==> src/rtl/operand_fetch_pkg.sv <==
// Shared widths and register-index types for the operand fetch stage.
package operand_fetch_pkg;
  localparam int XLEN      = 32;
  localparam int CTRL_W    = 32;
  localparam int REG_IDX_W = 5;
  localparam int NUM_RD    = 2;

  typedef logic [REG_IDX_W-1:0] reg_idx_t;

  localparam reg_idx_t REG_ZERO = 5'd0;
endpackage

==> src/rtl/operand_fetch_if.sv <==
// Decode/regfile/writeback/execute signal bundle around the operand fetch stage.
interface operand_fetch_if #(
  parameter int XLEN   = 32,
  parameter int CTRL_W = 32
);
  import operand_fetch_pkg::*;

  logic              in_valid;
  logic              in_ready;
  reg_idx_t          in_rs1;
  reg_idx_t          in_rs2;
  logic [CTRL_W-1:0] in_ctrl;
  reg_idx_t          rf_addr1;
  reg_idx_t          rf_addr2;
  logic [XLEN-1:0]   rf_data1;
  logic [XLEN-1:0]   rf_data2;
  logic              wb_en;
  reg_idx_t          wb_addr;
  logic [XLEN-1:0]   wb_data;
  logic              out_valid;
  logic              out_ready;
  logic [XLEN-1:0]   out_rs1_val;
  logic [XLEN-1:0]   out_rs2_val;
  logic [CTRL_W-1:0] out_ctrl;

  modport slave (
    input  in_valid, in_rs1, in_rs2, in_ctrl, rf_data1, rf_data2,
           wb_en, wb_addr, wb_data, out_ready,
    output in_ready, rf_addr1, rf_addr2, out_valid, out_rs1_val, out_rs2_val, out_ctrl
  );

  modport master (
    output in_valid, in_rs1, in_rs2, in_ctrl, rf_data1, rf_data2,
           wb_en, wb_addr, wb_data, out_ready,
    input  in_ready, rf_addr1, rf_addr2, out_valid, out_rs1_val, out_rs2_val, out_ctrl
  );
endinterface

==> src/rtl/operand_fetch_bypass.sv <==
// One read port's writeback bypass and x0 masking on top of a registered regfile read.
module operand_bypass
  import operand_fetch_pkg::*;
#(
  parameter int XLEN = 32
) (
  input  logic            clk,
  input  logic            rst_n,
  input  reg_idx_t        rd_addr,
  input  reg_idx_t        held_idx,
  input  logic            wb_en,
  input  reg_idx_t        wb_addr,
  input  logic [XLEN-1:0] wb_data,
  input  logic [XLEN-1:0] rf_data,
  output logic [XLEN-1:0] val
);
  logic            byp_q;
  logic [XLEN-1:0] wbd_q;

  // The regfile returns pre-write data when read and write hit the same edge,
  // so remember the colliding write and substitute it for one cycle.
  always_ff @(posedge clk or negedge rst_n) begin
    if (!rst_n) begin
      byp_q <= 1'b0;
      wbd_q <= '0;
    end else begin
      byp_q <= wb_en && (wb_addr == rd_addr);
      wbd_q <= wb_data;
    end
  end

  assign val = (held_idx == REG_ZERO) ? '0 :
               byp_q                  ? wbd_q : rf_data;
endmodule

==> src/rtl/operand_fetch.sv <==
// Operand fetch: handshake with decode/execute, regfile read addressing, per-port bypass.
module operand_fetch
  import operand_fetch_pkg::*;
#(
  parameter int XLEN   = operand_fetch_pkg::XLEN,
  parameter int CTRL_W = operand_fetch_pkg::CTRL_W
) (
  input logic           clk,
  input logic           rst_n,
  operand_fetch_if.slave bus
);
  logic                                out_valid_q;
  logic [CTRL_W-1:0]                   ctrl_q;
  logic [NUM_RD-1:0][REG_IDX_W-1:0]    held_q;
  logic [NUM_RD-1:0][REG_IDX_W-1:0]    in_rs;
  logic [NUM_RD-1:0][REG_IDX_W-1:0]    rd_addr;
  logic [NUM_RD-1:0][XLEN-1:0]         rf_data;
  logic [NUM_RD-1:0][XLEN-1:0]         val;
  logic                                accept;

  assign bus.in_ready = !out_valid_q || bus.out_ready;
  assign accept       = bus.in_valid && bus.in_ready;

  assign in_rs   = {bus.in_rs2, bus.in_rs1};
  assign rf_data = {bus.rf_data2, bus.rf_data1};

  // While stalled the held indices keep being re-read so late writes show up.
  assign rd_addr      = accept ? in_rs : held_q;
  assign bus.rf_addr1 = rd_addr[0];
  assign bus.rf_addr2 = rd_addr[1];

  always_ff @(posedge clk or negedge rst_n) begin
    if (!rst_n) begin
      out_valid_q <= 1'b0;
      held_q      <= '0;
      ctrl_q      <= '0;
    end else if (accept) begin
      out_valid_q <= 1'b1;
      held_q      <= in_rs;
      ctrl_q      <= bus.in_ctrl;
    end else if (out_valid_q && bus.out_ready) begin
      out_valid_q <= 1'b0;
    end
  end

  for (genvar g = 0; g < NUM_RD; g++) begin : g_port
    operand_bypass #(.XLEN(XLEN)) u_byp (
      .clk      (clk),
      .rst_n    (rst_n),
      .rd_addr  (rd_addr[g]),
      .held_idx (held_q[g]),
      .wb_en    (bus.wb_en),
      .wb_addr  (bus.wb_addr),
      .wb_data  (bus.wb_data),
      .rf_data  (rf_data[g]),
      .val      (val[g])
    );
  end

  assign bus.out_valid   = out_valid_q;
  assign bus.out_ctrl    = ctrl_q;
  assign bus.out_rs1_val = val[0];
  assign bus.out_rs2_val = val[1];
endmodule
==> src/flat_wrapper.sv <==
// flat-port wrapper written by rule: the top's interface ports become plain ports
module operand_fetch_flat import operand_fetch_pkg::*;
#(
  parameter int XLEN   = operand_fetch_pkg::XLEN,
  parameter int CTRL_W = operand_fetch_pkg::CTRL_W
)
  (clk, rst_n, bus_in_valid, bus_in_rs1, bus_in_rs2, bus_in_ctrl, bus_rf_data1, bus_rf_data2, bus_wb_en, bus_wb_addr, bus_wb_data, bus_out_ready, bus_in_ready, bus_rf_addr1, bus_rf_addr2, bus_out_valid, bus_out_rs1_val, bus_out_rs2_val, bus_out_ctrl);
  operand_fetch_if #(.XLEN(XLEN), .CTRL_W(CTRL_W)) bus_i ();
  input logic clk;
  input logic rst_n;
  input wire logic [$bits(bus_i.in_valid)-1:0] bus_in_valid;
  input wire logic [$bits(bus_i.in_rs1)-1:0] bus_in_rs1;
  input wire logic [$bits(bus_i.in_rs2)-1:0] bus_in_rs2;
  input wire logic [$bits(bus_i.in_ctrl)-1:0] bus_in_ctrl;
  input wire logic [$bits(bus_i.rf_data1)-1:0] bus_rf_data1;
  input wire logic [$bits(bus_i.rf_data2)-1:0] bus_rf_data2;
  input wire logic [$bits(bus_i.wb_en)-1:0] bus_wb_en;
  input wire logic [$bits(bus_i.wb_addr)-1:0] bus_wb_addr;
  input wire logic [$bits(bus_i.wb_data)-1:0] bus_wb_data;
  input wire logic [$bits(bus_i.out_ready)-1:0] bus_out_ready;
  output wire logic [$bits(bus_i.in_ready)-1:0] bus_in_ready;
  output wire logic [$bits(bus_i.rf_addr1)-1:0] bus_rf_addr1;
  output wire logic [$bits(bus_i.rf_addr2)-1:0] bus_rf_addr2;
  output wire logic [$bits(bus_i.out_valid)-1:0] bus_out_valid;
  output wire logic [$bits(bus_i.out_rs1_val)-1:0] bus_out_rs1_val;
  output wire logic [$bits(bus_i.out_rs2_val)-1:0] bus_out_rs2_val;
  output wire logic [$bits(bus_i.out_ctrl)-1:0] bus_out_ctrl;
  assign bus_i.in_valid = bus_in_valid;
  assign bus_i.in_rs1 = bus_in_rs1;
  assign bus_i.in_rs2 = bus_in_rs2;
  assign bus_i.in_ctrl = bus_in_ctrl;
  assign bus_i.rf_data1 = bus_rf_data1;
  assign bus_i.rf_data2 = bus_rf_data2;
  assign bus_i.wb_en = bus_wb_en;
  assign bus_i.wb_addr = bus_wb_addr;
  assign bus_i.wb_data = bus_wb_data;
  assign bus_i.out_ready = bus_out_ready;
  assign bus_in_ready = bus_i.in_ready;
  assign bus_rf_addr1 = bus_i.rf_addr1;
  assign bus_rf_addr2 = bus_i.rf_addr2;
  assign bus_out_valid = bus_i.out_valid;
  assign bus_out_rs1_val = bus_i.out_rs1_val;
  assign bus_out_rs2_val = bus_i.out_rs2_val;
  assign bus_out_ctrl = bus_i.out_ctrl;
  operand_fetch #(.XLEN(XLEN), .CTRL_W(CTRL_W)) u_core (.clk(clk), .rst_n(rst_n), .bus(bus_i));
endmodule
==> config.mk <==
export PLATFORM = sky130hd
export DESIGN_NAME = operand_fetch_flat
export DESIGN_NICKNAME = d
export VERILOG_FILES = /design/src/rtl/operand_fetch_pkg.sv /design/src/rtl/operand_fetch_if.sv /design/src/rtl/operand_fetch_bypass.sv /design/src/rtl/operand_fetch.sv /design/src/flat_wrapper.sv
export SDC_FILE = /design/constraint.sdc
export NUM_CORES = 1
export LEC_CHECK = 0
export ABC_CLOCK_PERIOD_IN_PS = 2700
export CAP_MARGIN = 30
export CORE_MARGIN = 1
export CORE_UTILIZATION = 38
export CTS_CLUSTER_SIZE = 28
export DETAILED_ROUTE_END_ITERATION = 8
export PLACE_DENSITY = 0.95
export SETUP_SLACK_MARGIN = 0.02
export SLEW_MARGIN = 40
export SYNTH_ARGS = -nofsm -noshare
export SYNTH_HDL_FRONTEND = slang
export SYNTH_SLANG_ARGS = --single-unit
==> constraint.sdc <==
create_clock -name clk -period 2.7 [get_ports clk]
set_input_delay 0.54 -clock clk [delete_from_list [all_inputs] [get_ports clk]]
set_output_delay 0.54 -clock clk [all_outputs]
set_load 0.005 [all_outputs]
# After elaboration in Yosys (flattened, before gate mapping)
# Index checks and enable logic that the tools add are counted.
# totals
ff_bits	77
input_bits	148
out_inout_bits	108
elab_cells	25
# op_classes
eq_ne	2
n_mux	7
n_reduce_logical	9
# op_table
op	count
$mux 32	4
$eq 5x5->1	2
$logic_not 5->1	2
$mux 10	1
$logic_and 1x1->1	4
$mux 1	2
$reduce_bool 2->1	1
$logic_not 1->1	1
$logic_or 1x1->1	1

# Depth between registers and ports, before layout
# depth
ltp_word	6
ltp_mapped	6
ltp_nobuf	6

# Modules after synthesis
# From an unflattened synthesis, not the netlist that was laid out.
# unflattened
hier_cells	318
area_unflattened_um2	4570.6
# modules_own_cells
module	instances	cells_each	area_each_um2	seq_area_each_um2
operand_bypass	2	113	1397.6	825.8
operand_fetch	1	92	1775.5	1076.0

# Worst setup path after synthesis
# OpenSTA, ideal clock, no wires.
# synth_timing
kind	flip-flop to output port
start	register u_core.held_q[8] (netlist name)
end	output bus_out_rs2_val[10]
arrival_time_ps	1295
required_ps	2160
path_slack_ps	865
stages_incl_launch_ff	5
path_buffers	1
cell_sequence	dfrtp_1 > or4_1 > nor2_2 > buf_2 > nor2_1
# synth_via
elab_chain_len	2
# synth_rtl
element	line_no	rtl
start, declared	operand_fetch.sv:14	logic [NUM_RD-1:0][REG_IDX_W-1:0] held_q;
start signal, assigned	operand_fetch.sv:39	held_q <= in_rs;
$logic_not 5->1	operand_fetch_bypass.sv:32	assign val = (held_idx == REG_ZERO) ? '0 :
$mux 32	operand_fetch_bypass.sv:32	
end, declared	flat_wrapper.sv:26	output wire logic [$bits(bus_i.out_rs2_val)-1:0] bus_out_rs2_val;
# No other way between the ends.

# Final worst setup path
# layout_timing
start	register u_core.held_q[8] (netlist name)
end	output bus_out_rs2_val[24]
# Same word-level chain as after synthesis.

==> summary.txt <==
Yosys
  – Post-synthesis register bit count: 77
  – Post-synth top area cell: dfrtp_1
  – Commonest cells in the synthesized netlist: nand2_1, dfrtp_1, nor2_1
  – Synth Warn #: 0
  – Avg Inst Size Synth: between 9 and 10 um2
  – Simple-gate area share of the yosys netlist: 0.205
  – Top_reg_cell synth: dfrtp_1
  – Post-synthesis mux area share: 0.199
  – Main combinational cell family by area after synthesis: simple AND/OR/NAND/NOR gates
  – XOR/XNOR Fraction of Synth Area: 0.00477
  – Seq/Total Area, Yosys: 0.524
  – Synth Area in Adders: 0
  – Compound-Gate Fraction of Synth Area: 0.0303
  – Cells after Synth: about 380
  – Post-synth cell types: 29
  – Synth area leaders: dfrtp_1, mux2i_1, nand2_1
  – Count leader, synth: nand2_1
  – Post-synth EDFFs: 0
  – Netlist Area Pre-Place: between 3000 and 4000 um2
  – Top cell type's share of synthesized area: 0.524
  – Net count after synthesis: between 500 and 600
  – Synth async-reset ratio: 1.00

Critical path
  – WP data arrival: between 2 and 2.5 ns
  – CP Launch Type: register
  – Critical Path Sink Type: output port
  – R2r startpoint: u_core.bus.out_valid
  – Worst setup startpoint: u_core.held_q[8]
  – Worst Path Required: approximately 2.2 ns
  – Crit path kind: reg2out
  – CP max FO: 8

Run status
  – Status: finished clean

Layout
  – Area delta synth->final: 88.6%
  – Fin cells: about 780
  – Layout cells sized above 1: 0.0895
  – # fillers: ~630
  – Cell area after layout: roughly 7000 um2
  – Nets: about 790
  – # diodes: 0

GRT
  – Antenna violations before repair: 0
  – Vias in the first global route: 4034
  – First-pass GRT wire length: about 20 mm
  – Total grt overflow: 0
  – Largest net degree at the start of global routing: between 40 and 50
  – Total GRT Usage: 0.263

Floorplan
  – Core footprint: ~9300 um2
  – DIE AREA: between 10000 and 15000 um2
  – Starting Density: 0.396
  – I/O Pins: approximately 260
  – Standard-cell rows: 35
  – Die X: roughly 100 um
  – Die Span Y: 100 um

Route
  – Routed length per instance: 18.1 um
  – DR DRC count: 0
  – 1st-iter DRT viols: 78
  – DR vias: between 3000 and 4000
  – DRT Pass-1 Iters: 7
  – Vias per cell: 4.93
  – Final wirelength: roughly 14 mm
  – Final ANT Viol Nets: 0

Timing
  – Fin crit period: roughly 2.6 ns
  – Fin. Hold Viols: 0
  – Worst-Margin Slew: ~0.46 ns
  – Fmax achieved: 0.378 GHz
  – RSZ-0062 raised after global routing: yes
  – Fin. max-slew vios: 0
  – Clock skew: 0.0106 ns
  – Period utilisation layout: 0.981
  – Slew HR: 0.692
  – Setup TNS: 0 ns
  – Final setup violation count: 0

CTS
  – Total clock sinks: 77
  – CTS buffer count: 9
  – Worst-Skew Late Latency: between 0.3 and 0.4 ns
  – CTS Hold Bufs: 0
  – CTS root buf: clkbuf_8
  – H-tree levels: 3
  – Max Root-Sink Buffers: 2
  – CTS tree: built
  – Register clock-pin slew on the reported worst setup and hold paths: roughly 0.09 ns

Placement
  – DPL Wire Length: around 10 mm
  – Port-buffer cells: 255
  – Placed Cells: ~750
  – Dpl cell area: approximately 6400 um2
  – Routability cong.: around 0.9

Power and ir drop
  – Pwr Total: 3330 uW
  – Cell leakage power: 0.00328 uW
  – Power per standard cell area: approximately 480 nW/um2
  – IR drop worst, VDD: between 0.0003 and 0.0004 V

Flow run
  – Max-Cap Viols: 0

Hold path
  – Worst hold path class: in2async
-- worst paths after layout --
kind / end / slack [ns] / cells past startpoint
hold reg to reg: u_core.bus.out_ctrl[19] / 0.48 / 2
max in group asynchronous: u_core.g_port[0].u_byp.wbd_q[29] / 1.95 / 2
setup / recovery: bus_out_rs2_val[24] / 0.05 / 7
hold / removal: u_core.held_q[5] / 0.15 / 1
setup reg to reg: u_core.g_port[1].u_byp.byp_q / 0.93 / 6
min in group clk: u_core.bus.out_ctrl[19] / 0.48 / 2
-- where the power goes --
part | internal (uW) | switching (uW)
Sequential | 1260 | 77.5
Clock | 554 | 442
Combinational | 618 | 373
Total | 2430 | 893
-- critical path, cell delays in order (launching register included) --
cell and delay [ns]:
dfrtp_1 0.38, or4_4 0.54, nor2_4 0.17, buf_6 0.12, buf_12 0.11, buf_16 0.12
nor2_1 0.06, dlygate4sd2_1 0.27
-- state kept, by name, indices dropped and copies added (netlist names) --
name	cells
u_core.bus.out_ctrl	32
u_core.g_port.u_byp.wbd_q	32
u_core.held_q	10
u_core.g_port.u_byp.byp_q	2
u_core.bus.out_valid	1
-- cell families after synthesis --
logic type / Yosys count
flip-flops: 77
AO/OA/AOI/OAI: 13
XOR/XNOR: 2
multiplexers: 71
AND/OR/NAND/NOR: 183
buffers and inverters: 29
-- layer usage --
layer  vias to the layer above  part of all wire  track usage
met5                         -                 0            0
met4                         0             0.024        0.111
met3                        28             0.088       0.0843
met2                       188              0.53        0.486
met1                      1847              0.36        0.273
li1                       1765                 -            -
-- placed cells by master, fill, tap and decap left out, drive strengths merged, types with 3 or more instances in the layout --
cell type / n
o21ai: 3
mux2: 7
dlygate4sd2: 20
inv: 9
dlymetal6s2s: 35
nand3: 5
dfrtp: 77
mux2i: 64
clkdlybuf4s15: 14
nand2: 104
nor2: 69
a222oi: 4
clkdlybuf4s50: 185
buf: 22
clkbuf: 11
-- area by class of cell --
| class | instances | area [um2] | share of cell area |
|---|---|---|---|
| Timing Repair Buffer | 277 | 2940 | 0.424 |
| Inverter | 8 | 30.0 | 0.00433 |
| Clock buffer | 10 | 138 | 0.0199 |
| Sequential cell | 77 | 1930 | 0.278 |
| Tap cell | 129 | 161 | 0.0233 |
| Clock inverter | 6 | 93.8 | 0.0135 |
| Multi-Input combinational cell | 270 | 1640 | 0.237 |
-- through the flow --
step | utilization | worst slack [ns] | hold WS [ns]
after global routing | 0.747 | -0.0496 | 0.152
after floorplan | - | 0.865 | 0.244
final | 0.747 | 0.0520 | 0.147
after detailed placement | 0.694 | -0.0132 | 0.461
after CTS | 0.726 | 0.0208 | 0.149
after global placement | 0.694 | 0.00755 | 0.459
-- timing repair --
item / CTS / global route
hold endpoints to repair: 0 / 0
cloned: 3 / 1
pin swaps: 1 / 3
gates resized for setup: 42 / 50
buffers inserted: 2 / 4
endpoints found under the setup margin: 69 / 40
No activity file was read; power rests on OpenSTA's default activity.
